**config.mk**
```make
export PLATFORM = sky130hd
export DESIGN_NAME = pc_fetch
export DESIGN_NICKNAME = d
export VERILOG_FILES = /design/src/rtl/pc_fetch_pkg.sv /design/src/rtl/Adder_32_Bits.sv /design/src/rtl/pc_fetch.sv
export SDC_FILE = /design/constraint.sdc
export NUM_CORES = 1
export LEC_CHECK = 0
export CAP_MARGIN = 20
export CORE_ASPECT_RATIO = 1.1
export CORE_MARGIN = 3
export CORE_UTILIZATION = 25
export CTS_CLUSTER_SIZE = 8
export DETAILED_ROUTE_END_ITERATION = 10
export GPL_ROUTABILITY_DRIVEN = 0
export GPL_TIMING_DRIVEN = 0
export RECOVER_POWER = 50
export SYNTH_ARGS = -nofsm -noshare
export SYNTH_HDL_FRONTEND = slang
export SYNTH_SLANG_ARGS = --single-unit
export TNS_END_PERCENT = 10
```
**constraint.sdc**
```tcl
create_clock -name clk_i -period 4.5 [get_ports clk_i]
set_input_delay 0.9 -clock clk_i [delete_from_list [all_inputs] [get_ports clk_i]]
set_output_delay 0.9 -clock clk_i [all_outputs]
set_load 0.05 [all_outputs]
```
**src/rtl/pc_fetch_pkg.sv**
```systemverilog
// pc_fetch_pkg: shared constants for the instruction fetch stage.
//   - FSM state encoding (FETCH, WAIT, HOLD, ERROR)
//   - default reset PC
//   - counter width used by the hand-off counter
package pc_fetch_pkg;

  localparam int unsigned STATE_W = 2;
  localparam int unsigned COUNT_W = 32;

  localparam logic [STATE_W-1:0] ST_FETCH = 2'd0;
  localparam logic [STATE_W-1:0] ST_WAIT  = 2'd1;
  localparam logic [STATE_W-1:0] ST_HOLD  = 2'd2;
  localparam logic [STATE_W-1:0] ST_ERROR = 2'd3;

  localparam logic [31:0] RESET_PC_DEFAULT = 32'h0040_0000;

endpackage

```
**src/rtl/Adder_32_Bits.sv**
```systemverilog
// Adder_32_Bits: plain 32-bit unsigned adder, wraps modulo 2^32.
//   Data0  : first operand
//   Data1  : second operand
//   Result : Data0 + Data1 (carry out discarded)
module Adder_32_Bits (
  input  logic [31:0] Data0,
  input  logic [31:0] Data1,
  output logic [31:0] Result
);

  assign Result = Data0 + Data1;

endmodule

```
**src/rtl/pc_fetch.sv**
```systemverilog
// pc_fetch: single-outstanding instruction fetch stage.
// Issues one word request at pc_o, waits for read data, holds the word
// toward decode until accepted, then loads the next PC from PC control.
//
// Ports
//   clk_i, rst_n_i   : clock, synchronous active-low reset
//   next_pc_i        : next PC, sampled only on decode hand-off
//   imem_req_o       : memory request valid (FETCH only)
//   imem_addr_o      : memory word address (same as pc_o)
//   imem_ready_i     : memory accepts request
//   imem_rvalid_i    : read data valid (only honoured while waiting)
//   imem_rdata_i     : read data
//   inst_valid_o     : instruction valid toward decode (HOLD only)
//   inst_ready_i     : decode accepts instruction
//   inst_o, pc_o     : held instruction and its PC
//   fetch_count_o    : instructions handed to decode (wraps)
//   misalign_o       : sticky misaligned next-PC error
//
// Build option: FETCH_MISALIGN_CHECK_EN
//   defined   : a misaligned next_pc_i at hand-off is loaded as-is and the
//               stage parks in ERROR until reset.
//   undefined : next_pc_i[1:0] are forced to zero, misalign_o is 0.
module pc_fetch
  import pc_fetch_pkg::*;
#(
  parameter int unsigned  N        = 32,
  parameter logic [N-1:0] RESET_PC = N'(RESET_PC_DEFAULT)
) (
  input  logic               clk_i,
  input  logic               rst_n_i,
  input  logic [N-1:0]       next_pc_i,
  output logic               imem_req_o,
  output logic [N-1:0]       imem_addr_o,
  input  logic               imem_ready_i,
  input  logic               imem_rvalid_i,
  input  logic [N-1:0]       imem_rdata_i,
  output logic               inst_valid_o,
  input  logic               inst_ready_i,
  output logic [N-1:0]       inst_o,
  output logic [N-1:0]       pc_o,
  output logic [COUNT_W-1:0] fetch_count_o,
  output logic               misalign_o
);

  logic [STATE_W-1:0] state_q, state_d;
  logic [N-1:0]       pc_q, pc_d;
  logic [N-1:0]       inst_q, inst_d;
  logic [COUNT_W-1:0] count_q, count_d;
  logic [COUNT_W-1:0] count_inc;
  logic               req_q, req_d;
  logic               valid_q, valid_d;
  logic [N-1:0]       pc_load;
  logic               handoff;

  // Hand-off counter increment through the shared adder.
  Adder_32_Bits u_count_add (
    .Data0  (count_q),
    .Data1  (32'd1),
    .Result (count_inc)
  );

`ifdef FETCH_MISALIGN_CHECK_EN
  logic mis_q, mis_d;
  logic misaligned;

  assign pc_load    = next_pc_i;
  assign misaligned = |next_pc_i[1:0];
`else
  // Low address bits are dropped so the PC is always word aligned.
  logic unused_pc_low;

  assign pc_load       = {next_pc_i[N-1:2], 2'b00};
  assign unused_pc_low = ^next_pc_i[1:0];
`endif

  assign handoff = (state_q == ST_HOLD) && inst_ready_i;

  // Next-state and datapath update.
  always_comb begin
    state_d = state_q;
    pc_d    = pc_q;
    inst_d  = inst_q;
    count_d = count_q;
`ifdef FETCH_MISALIGN_CHECK_EN
    mis_d   = mis_q;
`endif

    case (state_q)
      ST_FETCH: begin
        if (imem_ready_i) begin
          state_d = ST_WAIT;
        end
      end
      ST_WAIT: begin
        if (imem_rvalid_i) begin
          inst_d  = imem_rdata_i;
          state_d = ST_HOLD;
        end
      end
      ST_HOLD: begin
        if (handoff) begin
          pc_d    = pc_load;
          count_d = count_inc;
          state_d = ST_FETCH;
`ifdef FETCH_MISALIGN_CHECK_EN
          if (misaligned) begin
            state_d = ST_ERROR;
            mis_d   = 1'b1;
          end
`endif
        end
      end
      ST_ERROR: begin
        state_d = ST_ERROR;
      end
      default: begin
        state_d = ST_FETCH;
      end
    endcase

    // Handshake outputs are registered from the next state.
    req_d   = (state_d == ST_FETCH);
    valid_d = (state_d == ST_HOLD);
  end

  // State and datapath registers; reset wins over every other event.
  always_ff @(posedge clk_i) begin
    if (!rst_n_i) begin
      state_q <= ST_FETCH;
      pc_q    <= RESET_PC;
      inst_q  <= '0;
      count_q <= '0;
      req_q   <= 1'b1;
      valid_q <= 1'b0;
`ifdef FETCH_MISALIGN_CHECK_EN
      mis_q   <= 1'b0;
`endif
    end else begin
      state_q <= state_d;
      pc_q    <= pc_d;
      inst_q  <= inst_d;
      count_q <= count_d;
      req_q   <= req_d;
      valid_q <= valid_d;
`ifdef FETCH_MISALIGN_CHECK_EN
      mis_q   <= mis_d;
`endif
    end
  end

  assign imem_req_o    = req_q;
  assign imem_addr_o   = pc_q;
  assign inst_valid_o  = valid_q;
  assign inst_o        = inst_q;
  assign pc_o          = pc_q;
  assign fetch_count_o = count_q;
`ifdef FETCH_MISALIGN_CHECK_EN
  assign misalign_o    = mis_q;
`else
  assign misalign_o    = 1'b0;
`endif

endmodule
```
* Word level (Yosys, flattened, before mapping)
Index checks and enable logic that the tools add are counted.
Cells by class: reductions and logical operators 5, multiplexer cells 4, eq/ne operators 4, $add $sub $neg 1
Operators by type and width (count):
- $add 32x1->32 const B | 1
- $pmux 2 s4 | 1
- $eq 2x2->1 const B | 3
- $mux 2 | 3
- $logic_not 2->1 | 2
- $reduce_and 2->1 | 2
- $eq 2x1->1 const B | 1
- $logic_and 1x1->1 | 1
Storage, ports and cells: register bits 98, input bits 69, output and inout bits 131, logic and storage cells 20

* Longest topological paths before layout
depth after elaboration 5, gate-level depth with buffers 7, mapped depth without buffers 5

* Modules after synthesis
From an unflattened synthesis, not the netlist that was laid out.
Unflattened totals: cell total of the unflattened synthesis 712, area, all modules 5614.1 um^2
Modules (own cells, without submodules):
- pc_fetch | cells an instance 471, area an instance 3870.0 um^2, seq. area each 1961.9 um^2, instances 1
- Adder_32_Bits | cells an instance 241, area an instance 1744.2 um^2, seq. area each 0.0 um^2, instances 1

* Least setup slack after synthesis
OpenSTA, ideal clock, no wires.
path kind input to register, from in inst_ready_i, to reg count_q[17] (netlist: fetch_count_o[17]), path buffers 1, arrival time 2181 ps, library setup time 70 ps, slack 2248 ps, data required time 4430 ps, stages 5, cells stage by stage nand4b_4 -> or3_1 -> clkbuf_1 -> or4_1 -> a21oi_1
On the way: longest elaborated chain between the ends 2
Ends and longest elaborated chain:
- from (decl) | line pc_fetch.sv:38 | input logic inst_ready_i,
- $logic_and 1x1->1 | line pc_fetch.sv:76 | assign handoff = (state_q == ST_HOLD) && inst_ready_i;
- $reduce_and 2->1 (no source line)
- to (signal assigned) | line pc_fetch.sv:142 | count_q <= count_d;
- to (decl) | line pc_fetch.sv:48 | logic [COUNT_W-1:0] count_q, count_d;
No other way between the ends. A chain may end at the register's enable or synchronous reset.

* Worst setup path after layout
Ends and elaborated chain as after synthesis.

==> reports/qor.yml <==
holdPathStages: 2
die-area_sq_um: 18010
cts.sinks: 98
rows: 48
reg2reg_setup_slack_ns: 2.21
drt_wl_total_um: 13230
fmax_mhz: 333.8
syn_avg_cell_area_sq_um: 8.120
slew_violations: 0
pre_cts_slack_ns: 1.469
areaGrowthSynthToFinish_pct: 59.62
final_cell_area_sq_um: 6559
clock_path_buffers: 2
worstHoldPathType: "reg -> reg"
cts_tree: "done"
synth_common_cells: "139 x nand2_1, 98 x dfxtp_1, 81 x a21oi_1, 35 x buf_4, 23 x clkbuf_1"
cts_hold_buffers: 0
cts_root_buf: "clkbuf_16"
start_kind: "primary input"
drt_iter0_drc: 179
cp.required_ns: 4.78
overflow: 0
synth_warnings: 0
num_io_pins: 200
worstSetupPathType: "in -> reg"
tightestPinTransition_ns: 0.8903
cts_resized: 0
p_leak_nw: 2.402
path_max_fanout: 10
dpl.hpwl_um: 10000
setup_viol_count_final: 0
cp.arrival_ns: 3.28
synth_cells: 506
path_clk_slew_ns: 0.07
hold_viol: 0
dpl_cell_area_sq_um: 6296
diodes: 0
ys_seq_area_share_pct: 47.75
r2r_start: "state_q[1]"
nets: 783
initial_utilization_pct: 25.82
r2r_cells: 6
critical-path-top-delay-family: "simple AND/OR/NAND/NOR gates"
synthArstFlopShare_pct: 0
multi_input_area_sq_um: 1752
rsz0062_at_grt: "false"
num-fill-cells: 1669
post_cts_buffers: 0
ys_seq_elements: 98
slew_headroom_pct: 40.10
synth_edf_count: 0
crit_chain: "dlygate4sd3_1 > nand4b_1 > or3_1 > clkbuf_1 > or4_1 > a21oi_1"
status: "finished clean"
fin_tns_setup_ns: 0
antenna_found_initial: 0
syn_area_sq_um: 4109
die_w_um: 128.2
die_height_um: 140.5
grt_start_max_net_pins: 18
finalWorstSetupSlack_ns: 1.504
io_buffers: 192
min-delay-start: "inst_o[11]"
drc: 0
min_period_ns: 2.996
max_cap_viol_count: 0
grt_pass1_wl_um: 20710
htree_num_levels: 3
drive_gt1_share_pct: 8.774
crit_path_end_kind: "flop"
grt_use_total_pct: 14.51
critPathMaxStageDelay_ns: 0.61
peakVddDrop_mv: 0.1697
finClkSkew_ns: 0.01060
grt_pass1_vias: 3885
yosysTopAreaCell: "dfxtp_1"
cellPowerDensity_nw_per_um2: 288.2
min_period_over_period_pct: 66.58
dr.pass1.iters: 4
synthTopCellsByArea: "dfxtp_1 48%, nand2_1 13%, a21oi_1 9.9%"
hold_end: "inst_o[11]"
synthFlopType: "dfxtp_1"
cp.depth: 6
synth.most_common_cell: "nand2_1"
synth_cell_types: 40
vias: 4106
routedWlPerCell_um: 14.41
regToRegEndpoint: "fetch_count_o[17]"
crit_path_top_delay_cell: "dlygate4sd3_1"
core_sq_um: 15920
synth_top_area_share_pct: 47.75
viasPerCell: 4.473
register_area_sq_um: 1962
ant_nets: 0
path_buf_inv: 2
clkLatencyLatePin_ns: 0.35
numCtsBuffers: 9
==> flip-flops by register name, indices dropped and copies added (netlist names) <==
name / count
fetch_count_o: 32
imem_addr_o: 30
imem_req_o: 1
inst_o: 32
inst_valid_o: 1
state_q: 2
==> per-stage QoR <==
stage          hold WS (ns)  std cells  power (mW)  utilization (%)
2_1_floorplan        0.5448        510       1.061                -
3_3_place_gp         0.4416        902       1.184            39.56
3_5_place_dp         0.4463        902       1.184            39.56
4_1_cts              0.4557        918       1.936            41.31
5_1_grt              0.4685        918       1.975            41.21
6_report             0.4495        918       1.890            41.21
==> kinds of logic after synthesis <==
| logic type | Yosys count | synth area share, % |
|---|---|---|
| xor gates and xnor gates | 9 | 1.918 |
| muxes | 4 | 0.9745 |
| adders and majority gates | 1 | 0.3045 |
| AOI/OAI and AO/OA | 102 | 13.28 |
| other | 1 | 0.09126 |
| DFF | 98 | 47.75 |
| and+or+nand+nor | 224 | 26.07 |
| buffers and inverters | 67 | 9.622 |
==> power breakdown <==
group / switching [mW] / internal, mW
clock network: 0.357 / 0.379
logic: 0.152 / 0.106
registers: 0.0109 / 0.885
==> placed cells by master, fill, tap and decap left out, types with 2 or more instances in the layout <==
master,count
dfxtp_1,98
nand2_1,139
nor4_1,5
nand2b_1,6
inv_1,5
buf_2,2
mux2i_1,4
o31ai_1,10
xnor2_1,7
nand3_1,14
or3_1,7
clkbuf_1,24
xor2_1,2
and3_1,2
clkbuf_16,9
clkinv_2,2
clkinv_4,2
a21oi_1,81
o21ai_0,8
nor2_1,15
nand4_1,9
buf_4,35
inv_6,2
nor3_1,4
clkdlybuf4s50_1,145
and4_2,3
dlygate4sd3_1,47
or4_1,10
conb_1,5
==> final cells by class <==
type / count / area share (%)
Buffer: 62 / 5.742
Sequential cell: 98 / 29.91
Inverter: 5 / 0.2862
Clock buffer: 9 / 3.434
Tap cell: 200 / 3.815
Multi-Input combinational cell: 345 / 26.71
Timing Repair Buffer: 192 / 29.30
Clock inverter: 7 / 0.8012
==> metal layers <==
layer | vias up | global-route usage (%) | routed length [um]
met3 | 14 | 5.683 | 1140
met2 | 136 | 22.91 | 6115
li1 | 2102 | - | -
met4 | 0 | 4.525 | 189
met1 | 1854 | 18.16 | 5781
met5 | - | 0 | 0
==> worst max path at each step <==
| stage | startpoint | to | slack, ns |
|---|---|---|---|
| floorplan | inst_ready_i | fetch_count_o[17] | 2.25 |
| global placement | inst_ready_i | fetch_count_o[19] | 1.47 |
| detailed placement | inst_ready_i | fetch_count_o[17] | 1.47 |
| CTS | inst_ready_i | fetch_count_o[17] | 1.82 |
| global route | inst_ready_i | fetch_count_o[17] | 1.32 |
| finish | inst_ready_i | fetch_count_o[17] | 1.50 |
==> tightest hold or removal path, stage by stage (launching register included) <==
cell     delay, ns
dfxtp_1       0.31
nand2_1       0.05
a21oi_1       0.05
Power figures use the tool's default switching activity.
==> variant 1, RTL diff (same settings) <==
Build with the macro `FETCH_MISALIGN_CHECK_EN` defined.
--- a/src/rtl/pc_fetch.sv
+++ b/src/rtl/pc_fetch.sv
@@ -21,4 +21,6 @@
 //               stage parks in ERROR until reset.
 //   undefined : next_pc_i[1:0] are forced to zero, misalign_o is 0.
+`define FETCH_MISALIGN_CHECK_EN
+
 module pc_fetch
   import pc_fetch_pkg::*;
Formal check against the unedited RTL: not equivalent (Yosys sat finds a counterexample within 4 cycles, from zero or initial values and one cycle with rst_n_i low).
==> variant 1 against the original RTL <==
- wire length down 1.4%
- non-clock buffer count grew 3
- area after synthesis is 1.7% higher
- synthesized cell count grew 3.4%
- total power grew 4.6%
- design area rose by 1.9%
- sequential cell count grew 3
- worst setup slack worse by 0.13 ns
- critical endpoint is now fetch_count_o[23]
- highest routed layer is now met5
==> variant 1: results (changes against the original RTL) <==
status: "completed"  # unchanged
holdCritPathClass: "register to register"  # unchanged
peakVddDrop_mv: 0.205  # was 0.170 mV
antenna_found_initial: 1  # was 0
worstPathArrival_ns: 3.40  # was 3.28 ns
hold_path_depth: 2  # unchanged
cts_htree_levels: 3  # unchanged
cts_inserted_buffers: 9  # unchanged
max_stage_delay_ns: 0.64  # was 0.61 ns
wirelength_um: 13000  # was 13,200 um
critical_path.slowest_cell: "dlygate4sd3_1"  # unchanged
cp_top_family: "simple AND/OR/NAND/NOR gates"  # unchanged
met1_usage_pct: 17.1  # was 18.2%
clk-insertion-delay-late_ns: 0.35  # about the same
synth-warning-count: 0  # unchanged
path_clk_slew_ns: 0.07  # about the same
async_reset_ff_share_pct: 0  # unchanged
use_met2_pct: 22.6  # was 22.9%
post_drt_via_cell_ratio: 4.43  # was 4.47
hpwlAfterDp_um: 10000  # about the same
first_pass_iters: 4  # unchanged
cts_resized: 0  # unchanged
syn-num-nets: 593
grt_max_degree: 16  # was 18
fin_nets: 802  # was 783
post_cts_buffers: 0  # unchanged
p_leak_nw: 2.53  # was 2.40 nW
cts-root-buf: "clkbuf_16"  # unchanged
met3_usage_pct: 5.57  # was 5.68%
grt_pass1_wl_um: 20500  # was 20,700 um
synth_area_leaders: "dfxtp_1, nand2_1, a21oi_1, buf_4, clkbuf_1"  # unchanged
clock_skew_ns: 0.00532  # was 0.0106 ns
synth_commonest_cells: "nand2_1, dfxtp_1, a21oi_1"  # unchanged
numPortBuffers: 198  # was 192
drtIter0Drc: 128  # was 179
post_route_cells_drive_above_1_share_pct: 6.78  # was 8.77%
nFillCells: 1632  # was 1,669
dpl_cell_area_um2: 6420  # was 6300 um2
clock_path_buffers: 2  # unchanged
track_usage_pct: 14.1  # was 14.5%
grt_pass1_vias: 3932  # was 3,885
ys.flop_type: "dfxtp_1"  # unchanged
synth_seq_area_share_pct: 48.4  # was 47.7%
diodes: 0  # unchanged
crit_fanout: 10  # unchanged
yosysUniqueCellTypes: 35  # was 40
tightest_slew_ns: 0.910  # was 0.890 ns
r2r_cells: 6  # unchanged
-- variant 1: worst paths after layout --
check	from	to	slack, ns
min	inst_o[17]	inst_o[17]	0.45
max	inst_ready_i	fetch_count_o[23]	1.38
max reg2reg	state_q[0]	fetch_count_o[23]	2.12
min reg2reg	inst_o[17]	inst_o[17]	0.45
-- variant 1: power by group --
part | switching, mW | internal, mW | total (mW)
clock network | 0.342 | 0.403 | 0.745
logic | 0.180 | 0.119 | 0.300
registers | 0.0148 | 0.918 | 0.932
total | 0.537 | 1.44 | 1.98
-- variant 1: worst register-to-register path, cell delays in order (launching register included) --
cell and delay, ns:
dfxtp_1 0.37, nand4b_1 0.40, or4_1 0.62, clkbuf_1 0.19, buf_2 0.22, or3_1 0.35
a21oi_1 0.15
-- variant 1: cells by family (layout without fill, tap and decap cells) --
| logic type | Yosys count | after routing | share of synthesized area (%) |
|---|---|---|---|
| buf+inv | 65 | 279 | 8.74 |
| compound gates | 98 | 98 | 12.4 |
| simple gates | 242 | 242 | 26.6 |
| flops | 101 | 101 | 48.4 |
| mux | 7 | 7 | 1.68 |
| xor+xnor | 9 | 9 | 1.89 |
| fa+ha+maj | 1 | 1 | 0.299 |
-- variant 1: area by class of cell --
class / instances / share of cell area (%)
Clock buffer: 12 / 3.84
Sequential cell: 101 / 30.3
Buffer: 59 / 5.13
Clock inverter: 4 / 0.337
Tap cell: 200 / 3.75
Multi-Input combinational cell: 357 / 26.7
Inverter: 6 / 0.337
Timing Repair Buffer: 198 / 29.7
-- variant 1: layer usage --
layer,vias to the layer above,share of wire (%),routed length [um]
li1,2156,-,-
met1,1828,43,5660
met2,151,45,5900
met3,15,9.7,1260
met4,2,1.6,210
met5,-,0.069,9
-- variant 1: through the flow --
step / hold WS [ns] / setup slack, ns / util, % / std cells
final: 0.449 / 1.38 / 41.7 / 937
after global routing: 0.468 / 1.25 / 41.7 / 937
after CTS: 0.455 / 1.62 / 41.8 / 937
after detailed placement: 0.446 / 1.27 / 40.0 / 921
after global placement: 0.441 / 1.04 / 40.0 / 921
after floorplan: 0.543 / 2.16 / - / 523
==> variant 2, RTL diff (same settings) <==
Made on the original files. Put one more register stage on the output `fetch_count_o`. The value now appears one clock later. The other outputs are not delayed to match.
--- a/src/rtl/pc_fetch.sv
+++ b/src/rtl/pc_fetch.sv
@@ -154,5 +154,7 @@
   assign inst_o        = inst_q;
   assign pc_o          = pc_q;
-  assign fetch_count_o = count_q;
+  always_ff @(posedge clk_i) begin
+    fetch_count_o <= count_q;
+  end
 `ifdef FETCH_MISALIGN_CHECK_EN
   assign misalign_o    = mis_q;
Formal check against the unedited RTL: not equivalent (Yosys sat finds a counterexample within 4 cycles, from zero or initial values and one cycle with rst_n_i low).
==> variant 2 against the original RTL <==
- worst setup slack improved by 0.24 ns
- critical path type unchanged
- via count increased by 5.3%
- sequential share of layout area increased by 4.7 points
- utilization decreased by 0.67 points
- first-iteration DRC count increased by 22%
- area after synthesis increased by 16%
- sequential cell count increased by 32
- wire length increased by 3.1%
- total power increased by 42%
- design area increased by 15%
- clock power increased by 70%
- hold slack got worse by 0.068 ns
==> variant 2: results (changes against the original RTL) <==
status: "completed"  # unchanged
cts_resized: 0  # unchanged
sh_seq_area_pct: 34.6  # was 29.9%
syn_area_um2: 4750  # was 4110 um2
p_sw_uw: 702  # was 520 uW
nFillCells: 1880  # was 1,669
syn_inst: 539  # was 506
clk-insertion-delay-late_ns: 0.41  # was 0.35 ns
syn2layout_area_growth_pct: 58.2  # was 59.6%
hpwlAfterDp_um: 10100  # was 10,000 um
route.vias.total: 4325  # was 4,106
cts_inserted_buffers: 17  # was 9
use_met2_pct: 21.3  # was 22.9%
synth_seq_area_share_pct: 54.8  # was 47.7%
antenna_found_initial: 2  # was 0
buffer_area_share_pct: 31.0  # was 35.0%
worstPathArrival_ns: 3.10  # was 3.28 ns
power_frac_clock_pct: 46.5  # was 38.9%
clock_skew_ns: 0.00913  # was 0.0106 ns
drtIter0Drc: 218  # was 179
track_usage_pct: 13.2  # was 14.5%
met1_usage_pct: 15.6  # was 18.2%
wirelength_um: 13600  # was 13,200 um
p_comb_share_pct: 9.6  # was 13.7%
synth_area_leaders: "dfxtp_1, nand2_1, a21oi_1, buf_4, o31ai_1"  # was dfxtp_1, nand2_1, a21oi_1, buf_4, clkbuf_1
power_density_nw_per_um2: 358  # was 288 nW/um2
pre_cts_ws_ns: 1.68  # was 1.47 ns
num-clock-buffers: 18  # was 9
tightest_slew_ns: 0.583  # was 0.890 ns
fin_nets: 824  # was 783
post_route_cells_drive_above_1_share_pct: 10.0  # was 8.77%
cts_htree_levels: 4  # was 3
grt_pass1_vias: 4183  # was 3,885
final-hold-violation-count: 0  # unchanged
yosysUniqueCellTypes: 40  # unchanged
inverters_excl_clock: 6  # was 5
placed_cells: 978  # was 902
synth_commonest_cells: "nand2_1, dfxtp_1, a21oi_1"  # unchanged
num-multi-input-gates: 342  # was 345
grt_max_degree: 17  # was 18
peakVddDrop_mv: 0.242  # was 0.170 mV
n_all_buffers: 257  # was 254
grt_pass1_wl_um: 21300  # was 20,700 um
final-clk-cell-share_pct: 7.12  # was 4.24%
multi_input_area_share_pct: 22.9  # was 26.7%
met3_usage_pct: 5.85  # was 5.68%
numPortBuffers: 192  # unchanged
dpl_cell_area_um2: 6990  # was 6300 um2
routedWlPerCell_um: 13.5  # was 14.4 um
ys_seq_elements: 130  # was 98
p_leak_nw: 2.64  # was 2.40 nW
-- variant 2: cell families after synthesis --
logic type / share of synthesized area [%]
other cells: 0.0789
flops: 54.8
mux: 0.421
fa+ha+maj: 0.263
buf+inv: 9.30
xor+xnor: 1.84
simple gates: 21.7
compound gates: 11.6
-- variant 2: path summary, 6_finish.rpt --
check | from | endpoint | slack (ns) | cells past startpoint
worst max-delay path | inst_ready_i | count_q[14] | 1.74 | 7
worst min register to register | count_q[17] | fetch_count_o[17] | 0.38 | 0
worst min-delay path | count_q[17] | fetch_count_o[17] | 0.38 | 0
worst max register to register | count_q[3] | count_q[19] | 2.38 | 5
-- variant 2: per-layer routing --
metal | vias to the layer above | routed length [um]
met3 | 10 | 989
met2 | 135 | 6610
met5 | - | 27
met1 | 1957 | 5900
li1 | 2219 | -
met4 | 4 | 106
-- variant 2: critical path, cell delays in order --
cell	delay (ns)
dlygate4sd3_1	0.58
and4b_1	0.20
clkbuf_1	0.21
clkbuf_1	0.39
nand3_1	0.23
or4_1	0.44
a21oi_1	0.15
